--- src/rtl/mmio_gpio_responder_pkg.sv ---
// Shared constants for the memory-mapped GPIO responder: register offsets,
// STATUS bit positions and the default switch debounce length.
package gpio_bus_pkg;

  localparam logic [1:0] OFF_OUT    = 2'd0;
  localparam logic [1:0] OFF_IN     = 2'd1;
  localparam logic [1:0] OFF_STATUS = 2'd2;

  localparam int STATUS_CHG_BIT = 0;

  localparam int DEFAULT_DEBOUNCE_CYCLES = 16;

endpackage

--- src/rtl/mmio_gpio_responder_if.sv ---
// Datapath-side bus seen by the GPIO responder: address, store data and
// strobe driven by the core, plus read data and window hit returned to it.
interface mmio_gpio_responder_if #(
  parameter int DataWidth = 32
);

  logic [DataWidth-1:0] address_i;
  logic [DataWidth-1:0] write_data_i;
  logic                 mem_write_i;
  logic [DataWidth-1:0] read_data_o;
  logic                 hit_o;

  modport master (
    output address_i,
    output write_data_i,
    output mem_write_i,
    input  read_data_o,
    input  hit_o
  );

  modport slave (
    input  address_i,
    input  write_data_i,
    input  mem_write_i,
    output read_data_o,
    output hit_o
  );

endinterface

--- src/rtl/mmio_gpio_responder_debounce.sv ---
// Two-flop synchronizer plus whole-vector debouncer for the 8 board switches.
// update_o is high in the cycle before debounced_o takes a new value.
module gpio_debounce
  import gpio_bus_pkg::*;
#(
  parameter int DebounceCycles = DEFAULT_DEBOUNCE_CYCLES
) (
  input  logic       clk,
  input  logic       reset,
  input  logic [7:0] gpio_i,
  output logic [7:0] debounced_o,
  output logic       update_o
);

  localparam int                 CntWidth = $clog2(DebounceCycles);
  localparam logic [CntWidth-1:0] CntMax  = CntWidth'(DebounceCycles - 1);

  logic [7:0]          r_sync1;
  logic [7:0]          r_sync2;
  logic [7:0]          r_sample;
  logic [CntWidth-1:0] r_cnt;
  logic [7:0]          r_debounced;

  logic w_stable;
  logic w_settled;

  assign w_stable    = (r_sync2 == r_sample);
  assign w_settled   = (r_cnt == CntMax);
  assign update_o    = w_stable && w_settled && (r_debounced != r_sample);
  assign debounced_o = r_debounced;

  // Any bit change restarts the shared counter; the counter saturates once settled.
  always_ff @(posedge clk) begin
    if (!reset) begin
      r_sync1     <= '0;
      r_sync2     <= '0;
      r_sample    <= '0;
      r_cnt       <= '0;
      r_debounced <= '0;
    end else begin
      r_sync1 <= gpio_i;
      r_sync2 <= r_sync1;
      if (!w_stable) begin
        r_sample <= r_sync2;
        r_cnt    <= '0;
      end else if (update_o) begin
        r_debounced <= r_sample;
      end else if (r_cnt < CntMax) begin
        r_cnt <= r_cnt + CntWidth'(1);
      end
    end
  end

endmodule

--- src/rtl/mmio_gpio_responder.sv ---
// Memory-mapped GPIO target on the multicycle MIPS data bus: LED output
// register, debounced switch input register and a sticky change flag/IRQ.
module mmio_gpio_responder
  import gpio_bus_pkg::*;
#(
  parameter int                   DataWidth      = 32,
  parameter logic [DataWidth-1:0] BaseAddr       = DataWidth'(32'h1001_0040),
  parameter int                   DebounceCycles = DEFAULT_DEBOUNCE_CYCLES
) (
  input  logic                         clk,
  input  logic                         reset,
  mmio_gpio_responder_if.slave         bus,
  input  logic [7:0]                   gpio_i,
  output logic [7:0]                   gpio_o,
  output logic                         irq_o
);

  logic                 w_hit;
  logic [1:0]           w_offset;
  logic                 w_write;
  logic                 w_clear;
  logic [7:0]           w_debounced;
  logic                 w_update;
  logic [DataWidth-1:0] w_rdata;

  logic [7:0] r_out;
  logic       r_flag;

  assign w_hit    = (bus.address_i[DataWidth-1:4] == BaseAddr[DataWidth-1:4]);
  assign w_offset = bus.address_i[3:2];
  assign w_write  = bus.mem_write_i && w_hit;
  assign w_clear  = w_write && (w_offset == OFF_STATUS)
                    && bus.write_data_i[STATUS_CHG_BIT];

  gpio_debounce #(
    .DebounceCycles(DebounceCycles)
  ) u_debounce (
    .clk        (clk),
    .reset      (reset),
    .gpio_i     (gpio_i),
    .debounced_o(w_debounced),
    .update_o   (w_update)
  );

  always_ff @(posedge clk) begin
    if (!reset) begin
      r_out <= '0;
    end else if (w_write && (w_offset == OFF_OUT)) begin
      r_out <= bus.write_data_i[7:0];
    end
  end

  // A new debounced value outranks a same-cycle software clear so no change is lost.
  always_ff @(posedge clk) begin
    if (!reset) begin
      r_flag <= 1'b0;
    end else if (w_update) begin
      r_flag <= 1'b1;
    end else if (w_clear) begin
      r_flag <= 1'b0;
    end
  end

  always_comb begin
    w_rdata = '0;
    if (w_hit) begin
      case (w_offset)
        OFF_OUT:    w_rdata[7:0]          = r_out;
        OFF_IN:     w_rdata[7:0]          = w_debounced;
        OFF_STATUS: w_rdata[STATUS_CHG_BIT] = r_flag;
        default:    w_rdata               = '0;
      endcase
    end
  end

  assign bus.hit_o       = w_hit;
  assign bus.read_data_o = w_rdata;
  assign gpio_o          = r_out;
  assign irq_o           = r_flag;

endmodule
--- src/flat_wrapper.sv ---
// flat-port wrapper written by rule: the top's interface ports become plain ports
module mmio_gpio_responder_flat import gpio_bus_pkg::*;
#(
  parameter int                   DataWidth      = 32,
  parameter logic [DataWidth-1:0] BaseAddr       = DataWidth'(32'h1001_0040),
  parameter int                   DebounceCycles = DEFAULT_DEBOUNCE_CYCLES
)
  (clk, reset, gpio_i, gpio_o, irq_o, bus_address_i, bus_write_data_i, bus_mem_write_i, bus_read_data_o, bus_hit_o);
  mmio_gpio_responder_if #(.DataWidth(DataWidth)) bus_i ();
  input  logic clk;
  input  logic reset;
  input  logic [7:0] gpio_i;
  output logic [7:0] gpio_o;
  output logic irq_o;
  input wire logic [$bits(bus_i.address_i)-1:0] bus_address_i;
  input wire logic [$bits(bus_i.write_data_i)-1:0] bus_write_data_i;
  input wire logic [$bits(bus_i.mem_write_i)-1:0] bus_mem_write_i;
  output wire logic [$bits(bus_i.read_data_o)-1:0] bus_read_data_o;
  output wire logic [$bits(bus_i.hit_o)-1:0] bus_hit_o;
  assign bus_i.address_i = bus_address_i;
  assign bus_i.write_data_i = bus_write_data_i;
  assign bus_i.mem_write_i = bus_mem_write_i;
  assign bus_read_data_o = bus_i.read_data_o;
  assign bus_hit_o = bus_i.hit_o;
  mmio_gpio_responder #(.DataWidth(DataWidth), .BaseAddr(BaseAddr), .DebounceCycles(DebounceCycles)) u_core (.clk(clk), .reset(reset), .bus(bus_i), .gpio_i(gpio_i), .gpio_o(gpio_o), .irq_o(irq_o));
endmodule
--- config.mk ---
export PLATFORM = sky130hd
export DESIGN_NAME = mmio_gpio_responder_flat
export DESIGN_NICKNAME = d
export VERILOG_FILES = /design/src/rtl/mmio_gpio_responder_pkg.sv /design/src/rtl/mmio_gpio_responder_if.sv /design/src/rtl/mmio_gpio_responder_debounce.sv /design/src/rtl/mmio_gpio_responder.sv /design/src/flat_wrapper.sv
export SDC_FILE = /design/constraint.sdc
export NUM_CORES = 1
export LEC_CHECK = 0
export CELL_PAD_IN_SITES_DETAIL_PLACEMENT = 2
export CELL_PAD_IN_SITES_GLOBAL_PLACEMENT = 2
export CORE_MARGIN = 10
export CORE_UTILIZATION = 23
export DETAILED_ROUTE_END_ITERATION = 16
export HOLD_SLACK_MARGIN = 0.05
export PLACE_DENSITY = 0.92
export SYNTH_ARGS = -nofsm -noshare
export SYNTH_HDL_FRONTEND = slang
export SYNTH_HIERARCHICAL = 1
export SYNTH_SLANG_ARGS = --single-unit
export TNS_END_PERCENT = 20
--- constraint.sdc ---
create_clock -name clk -period 3.7 [get_ports clk]
set_input_delay 0.555 -clock clk [delete_from_list [all_inputs] [get_ports clk]]
set_output_delay 0.555 -clock clk [all_outputs]
set_load 0.03 [all_outputs]
## Word-level counts from Yosys, hierarchy flattened

Cells that the tools add are included.

- Register bits: 45
- Input bits: 75

- Add/subtract/negate cells: 1
- $lt $le $gt $ge: 1
- Equality and inequality tests: 6
- Mux-type cells: 5
- Bitwise gates (word level): 1
- Reductions and logical operators: 11

Operators by type and width:

| kind | number |
|---|---|
| 28-bit by 25-bit == test with 1-bit output (second input constant) | 1 |
| 7-bit one-hot mux with 2 select lines | 1 |
| 8-bit == test | 1 |
| 8-bit two-way mux | 1 |
| 8-bit != test | 1 |
| 1-bit logical AND | 6 |
| 2-bit AND reduction | 3 |
| 4-bit by 1-bit adder with 4-bit output (second input constant) | 1 |
| 4-bit == test (second input constant) | 1 |
| 4-bit < comparator (second input constant) | 1 |
| 1-bit one-hot mux with 3 select lines | 1 |
| 2-bit by 1-bit == test with 1-bit output (second input constant) | 1 |
| 2-bit == test (second input constant) | 1 |
| 2-bit logical NOT | 1 |
| 1-bit two-way mux | 2 |
| 2-bit nonzero test | 1 |
| 1-bit inverter | 1 |

## Logic depth before layout (Yosys ltp)

Gate-level depths: netlist (run 1).

- Depth in word-level cells: 6
- Depth in mapped cells: 6
- Mapped depth without buffers: 5

## Cells and area by module

Netlist (run 1), hierarchy kept.

Modules (own cells, without submodules):

| module | times used | cells an instance | area each (um^2) |
|---|---|---|---|
| gpio_debounce | 1 | 126 | 1323.8 |
| mmio_gpio_responder | 1 | 99 | 780.7 |

## Least setup slack after synthesis (run 1)

No wires, ideal clock.

- Path kind: input port to output port
- Start: in bus_address_i[14]
- End: out bus_read_data_o[1]
- Arrival time: 2335 ps
- Required time: 3145 ps
- Slack: 810 ps
- Stages: 5
- Path buffers: 1
- Path through: nor4b_1 nand4_1 or4_2 clkbuf_1 nor2_1

- Word-level cells in the longest chain between the ends: 2

RTL lines:

| element | RTL line | source |
|---|---|---|
| start: declaration | flat_wrapper.sv:15 | `input wire logic [$bits(bus_i.address_i)-1:0] bus_address_i;` |
| 28-bit by 25-bit == test with 1-bit output | mmio_gpio_responder.sv:29 | `assign w_hit = (bus.address_i[DataWidth-1:4] == BaseAddr[DataWidth-1:4]);` |
| 8-bit two-way mux | mmio_gpio_responder.sv:66 | `if (w_hit) begin` |
| end: declaration | flat_wrapper.sv:18 | `output wire logic [$bits(bus_i.read_data_o)-1:0] bus_read_data_o;` |

No other way between the ends.

## Worst setup path in the final report (run 1)

- Start: in bus_address_i[9]
- End: out bus_read_data_o[4]

The elaborated chain is that of the path after synthesis.

==> metrics.md, run 1 <==
| Metric | Value |
|---|---|
| ANT cells | `0` |
| Worst path slowest cell | `or4_2` |
| Worst vdd ir | `136 uV` |
| Synthesis-stage register bit count | `45` |
| Hold violation total from the final report | `0` |
| CTS Sinks | `45` |
| Die area | `13400 sq um` |
| Hold crit path type | `reg2reg` |
| Syn Std Cell Area | `2100 sq um` |
| H-tree Lvls | `2` |
| Slew HR | `61.7%` |
| Clk buf depth | `2` |
| Power Dens Cells | `346 nW/um^2` |
| Gr ovfl total | `0` |
| Req. time, crit path | `3.14 ns` |
| Iter 0 DRT Violations | `43` |
| Mux share of post-synthesis cell area | `11.9%` |
| Dpl cell area | `2770 sq um` |
| Largest net degree at the start of global routing | `59` |
| Initial Utilization | `23.9%` |
| Cell chain of the critical path | `clkdlybuf4s50_1 > nor4b_1 > nand4_1 > or4_2 > nor2_1 > buf_4` |
| Worst Skew | `0.00368 ns` |
| Distinct cell type count after synthesis | `28` |
| DR DRC count | `0` |
| Cts repair resizes | `0` |
| Setup Buffers After CTS | `0` |
| Seq/Total Area, Yosys | `42.8%` |
| Cells after Synth | `225` |
| Fillers | `1001` |
| Final wirelength | `6320 um` |
| Pre-antenna DRT Iters | `3` |
| CTS root buf | `clkbuf_8` |
| Minimum clock period | `3.37 ns` |
| Synth Area in Compound Gates | `1.49%` |
| Post-DP HPWL | `5150 um` |
| Worst path arrival time | `2.82 ns` |
| Critical path fanouts, max | `7` |
| Count of final setup violators | `0` |
| Ys Warns | `6` |
| Via count | `1705` |
| Post-Place Worst Slack | `0.260 ns` |
| Die Y | `116 um` |
| Max Cap Viol | `0` |
| Fmax | `0.296 GHz` |
| Leak | `1.12 nW` |
| Initial antenna violation count | `0` |
| Input/output buffers | `66` |
| Core ar. | `8810 sq um` |
| Mean post-synth cell area | `9.35 sq um` |
| Vias per cell | `4.27` |
| CTS tree | `built` |
| Placer Congestion | `0.748` |
| First-pass GRT wire length | `9920 um` |
| Number of buffers created by CTS | `5` |
| Status | `finished, final reports clean` |
| RSZ-0062 raised after global routing | `no` |
| Avg WL per Cell | `15.8 um` |
| Fin nets | `367` |
| Crit. End Element | `primary output` |
| Cts hold-fix bufs | `0` |
| Final TNS setup | `0 ns` |
| Simple-gate share of the synthesized area | `25.3%` |
| Post-Synth XOR/XNOR Area | `7.07%` |
| Row cnt | `34` |
| Fin area | `2870 sq um` |
| Final Worst Setup Slack | `0.325 ns` |
| Clock transition at path regs | `0.08 ns` |
| Final period util | `91.2%` |
| I/O pin count | `117` |
| Post-layout util | `32.6%` |
| Post-Synth Adder-Cell Area | `0.595%` |
| Area Growth Syn to Fin | `36.6%` |
| Fraction of layout cells with a size suffix above 1 | `7.90%` |
| Crit Path Category | `in2out` |
| Slew @ Worst Pin | `0.573 ns` |
| Largest family of logic cells by synthesized area | `simple AND/OR/NAND/NOR gates` |
| Fin. max-slew vios | `0` |
| Startpoint Class | `input port` |
| Vias in the first global route | `1895` |
| CP max stage delay | `0.84 ns` |
| Final ANT Viol Nets | `0` |
| Die W | `116 um` |
| All-Layer GR Usage | `9.43%` |
| Clock latency on the worst-skew pair | `0.30 ns` |
-- cell type report --
cell class | instances | area, sq um | share of cell area, %
flip-flops and latches | 45 | 901 | 31.3
well taps | 108 | 135 | 4.70
inverters | 1 | 3.75 | 0.131
clock buffers | 5 | 68.8 | 2.39
multi-input cells | 169 | 1060 | 37.0
repair buffers | 69 | 666 | 23.2
clock inverters | 2 | 35.0 | 1.22
-- flip-flops by register name, indices dropped and copies added, names as in the netlist --
name and count:
u_core/gpio_o 8, u_core/irq_o 1, u_core/u_debounce/debounced_o 8, u_core/u_debounce/r_cnt 4, u_core/u_debounce/r_sample 8, u_core/u_debounce/r_sync1 8, u_core/u_debounce/r_sync2 8
-- cell families after synthesis --
group,count (synthesis)
AO/OA/AOI/OAI,4
other,1
AND/OR/NAND/NOR,98
XOR/XNOR,17
flip-flops,45
multiplexers,25
buffers and inverters,34
adder cells (fa/ha/maj),1
-- synthesized netlist by cell type --
cell type | count | share of area, %
dfxtp_1 | 45 | 43
nand2_1 | 37 | 6.6
and2_1 | 25 | 7.4
mux2i_1 | 25 | 12
buf_4 | 24 | 8.6
nor2_1 | 11 | 2.0
xnor2_1 | 9 | 3.7
clkbuf_1 | 8 | 1.4
xor2_1 | 8 | 3.3
nor4_1 | 7 | 2.1
nand4_1 | 3 | 0.89
nor3_1 | 3 | 0.71
nand3_1 | 2 | 0.48
nor4b_1 | 2 | 0.83
o21ai_0 | 2 | 0.48
or4b_4 | 2 | 1.3
a2111oi_2 | 1 | 0.71
a31oi_1 | 1 | 0.30
buf_6 | 1 | 0.54
conb_1 | 1 | 0.18
ha_1 | 1 | 0.59
inv_1 | 1 | 0.18
nand3_4 | 1 | 0.83
nor2b_1 | 1 | 0.30
nor3_4 | 1 | 0.77
nor3b_1 | 1 | 0.36
or3_1 | 1 | 0.30
or4_2 | 1 | 0.42
-- path summary, 6_finish.rpt --
check                                               start                                            end  slack, ns  depth (start not counted)
hold / removal    u_core/u_debounce/r_sync1[1]$_SDFF_PN0_        u_core/u_debounce/r_sync2[1]$_SDFF_PN0_       0.44                          1
setup / recovery                         bus_address_i[9]                             bus_read_data_o[4]       0.33                          6
setup reg to reg  u_core/u_debounce/r_cnt[0]$_SDFFE_PN0P_  u_core/u_debounce/debounced_o[0]$_SDFFE_PN0P_       2.02                          5
hold reg to reg   u_core/u_debounce/r_sync1[1]$_SDFF_PN0_        u_core/u_debounce/r_sync2[1]$_SDFF_PN0_       0.44                          1
-- critical path: cells and delay by family --
family,cells,cell delay [ns]
simple gates,4,1.67
buf+inv,2,0.59
-- layout by cell type, fill, tap and decap left out --
master,count
and2_1,25
or3_1,1
a2111oi_2,1
nor3_4,1
clkinv_2,1
xor2_1,8
nor4_1,7
o21ai_0,2
nor2_1,11
nor3b_1,1
nor4b_1,2
a31oi_1,1
xnor2_1,9
buf_4,10
nand3_4,1
nor2b_1,1
inv_1,1
ha_1,1
dfxtp_1,45
nor3_1,3
or4_2,1
nand3_1,2
clkbuf_8,5
nand2_1,37
or4b_4,2
nand4_1,3
clkdlybuf4s50_1,59
bufinv_16,1
conb_1,24
mux2i_1,25
-- metal layers --
metal | wire length (um) | track usage [%] | vias up
met3 | 636 | 4.34 | 6
li1 | - | - | 825
met1 | 2910 | 11.0 | 794
met5 | 0 | 0 | -
met2 | 2710 | 15.4 | 80
met4 | 60 | 2.50 | 0
-- report_power, final --
group | switching (W) | internal [W] | total [W]
combinational | 0.0000656 | 0.0000635 | 0.000129
clock | 0.000167 | 0.000196 | 0.000364
sequential | 0.00000733 | 0.000495 | 0.000503
total | 0.000240 | 0.000755 | 0.000996
-- stage by stage --
stage | cells | hold WS [ns] | power (W)
floorplan | 248 | 0.412 | 0.000599
global placement | 392 | 0.417 | 0.000638
detailed placement | 392 | 0.423 | 0.000644
CTS | 399 | 0.444 | 0.00101
global route | 399 | 0.458 | 0.00105
finish | 399 | 0.440 | 0.000996
Power figures use the tool's default switching activity.
==> inputs of run 2 (changes only) <==
--- a/config.mk
+++ b/config.mk
@@ -9,9 +9,11 @@
 export CELL_PAD_IN_SITES_GLOBAL_PLACEMENT = 2
 export CORE_MARGIN = 10
 export CORE_UTILIZATION = 23
+export CTS_BUF_LIST = sky130_fd_sc_hd__clkbuf_4 sky130_fd_sc_hd__clkbuf_8
 export DETAILED_ROUTE_END_ITERATION = 16
 export HOLD_SLACK_MARGIN = 0.05
 export PLACE_DENSITY = 0.92
+export SLEW_MARGIN = 20
 export SYNTH_ARGS = -nofsm -noshare
 export SYNTH_HDL_FRONTEND = slang
 export SYNTH_HIERARCHICAL = 1
==> results of run 2 <==
No change in the layout: final DEF, timing and power equal those of run 1.
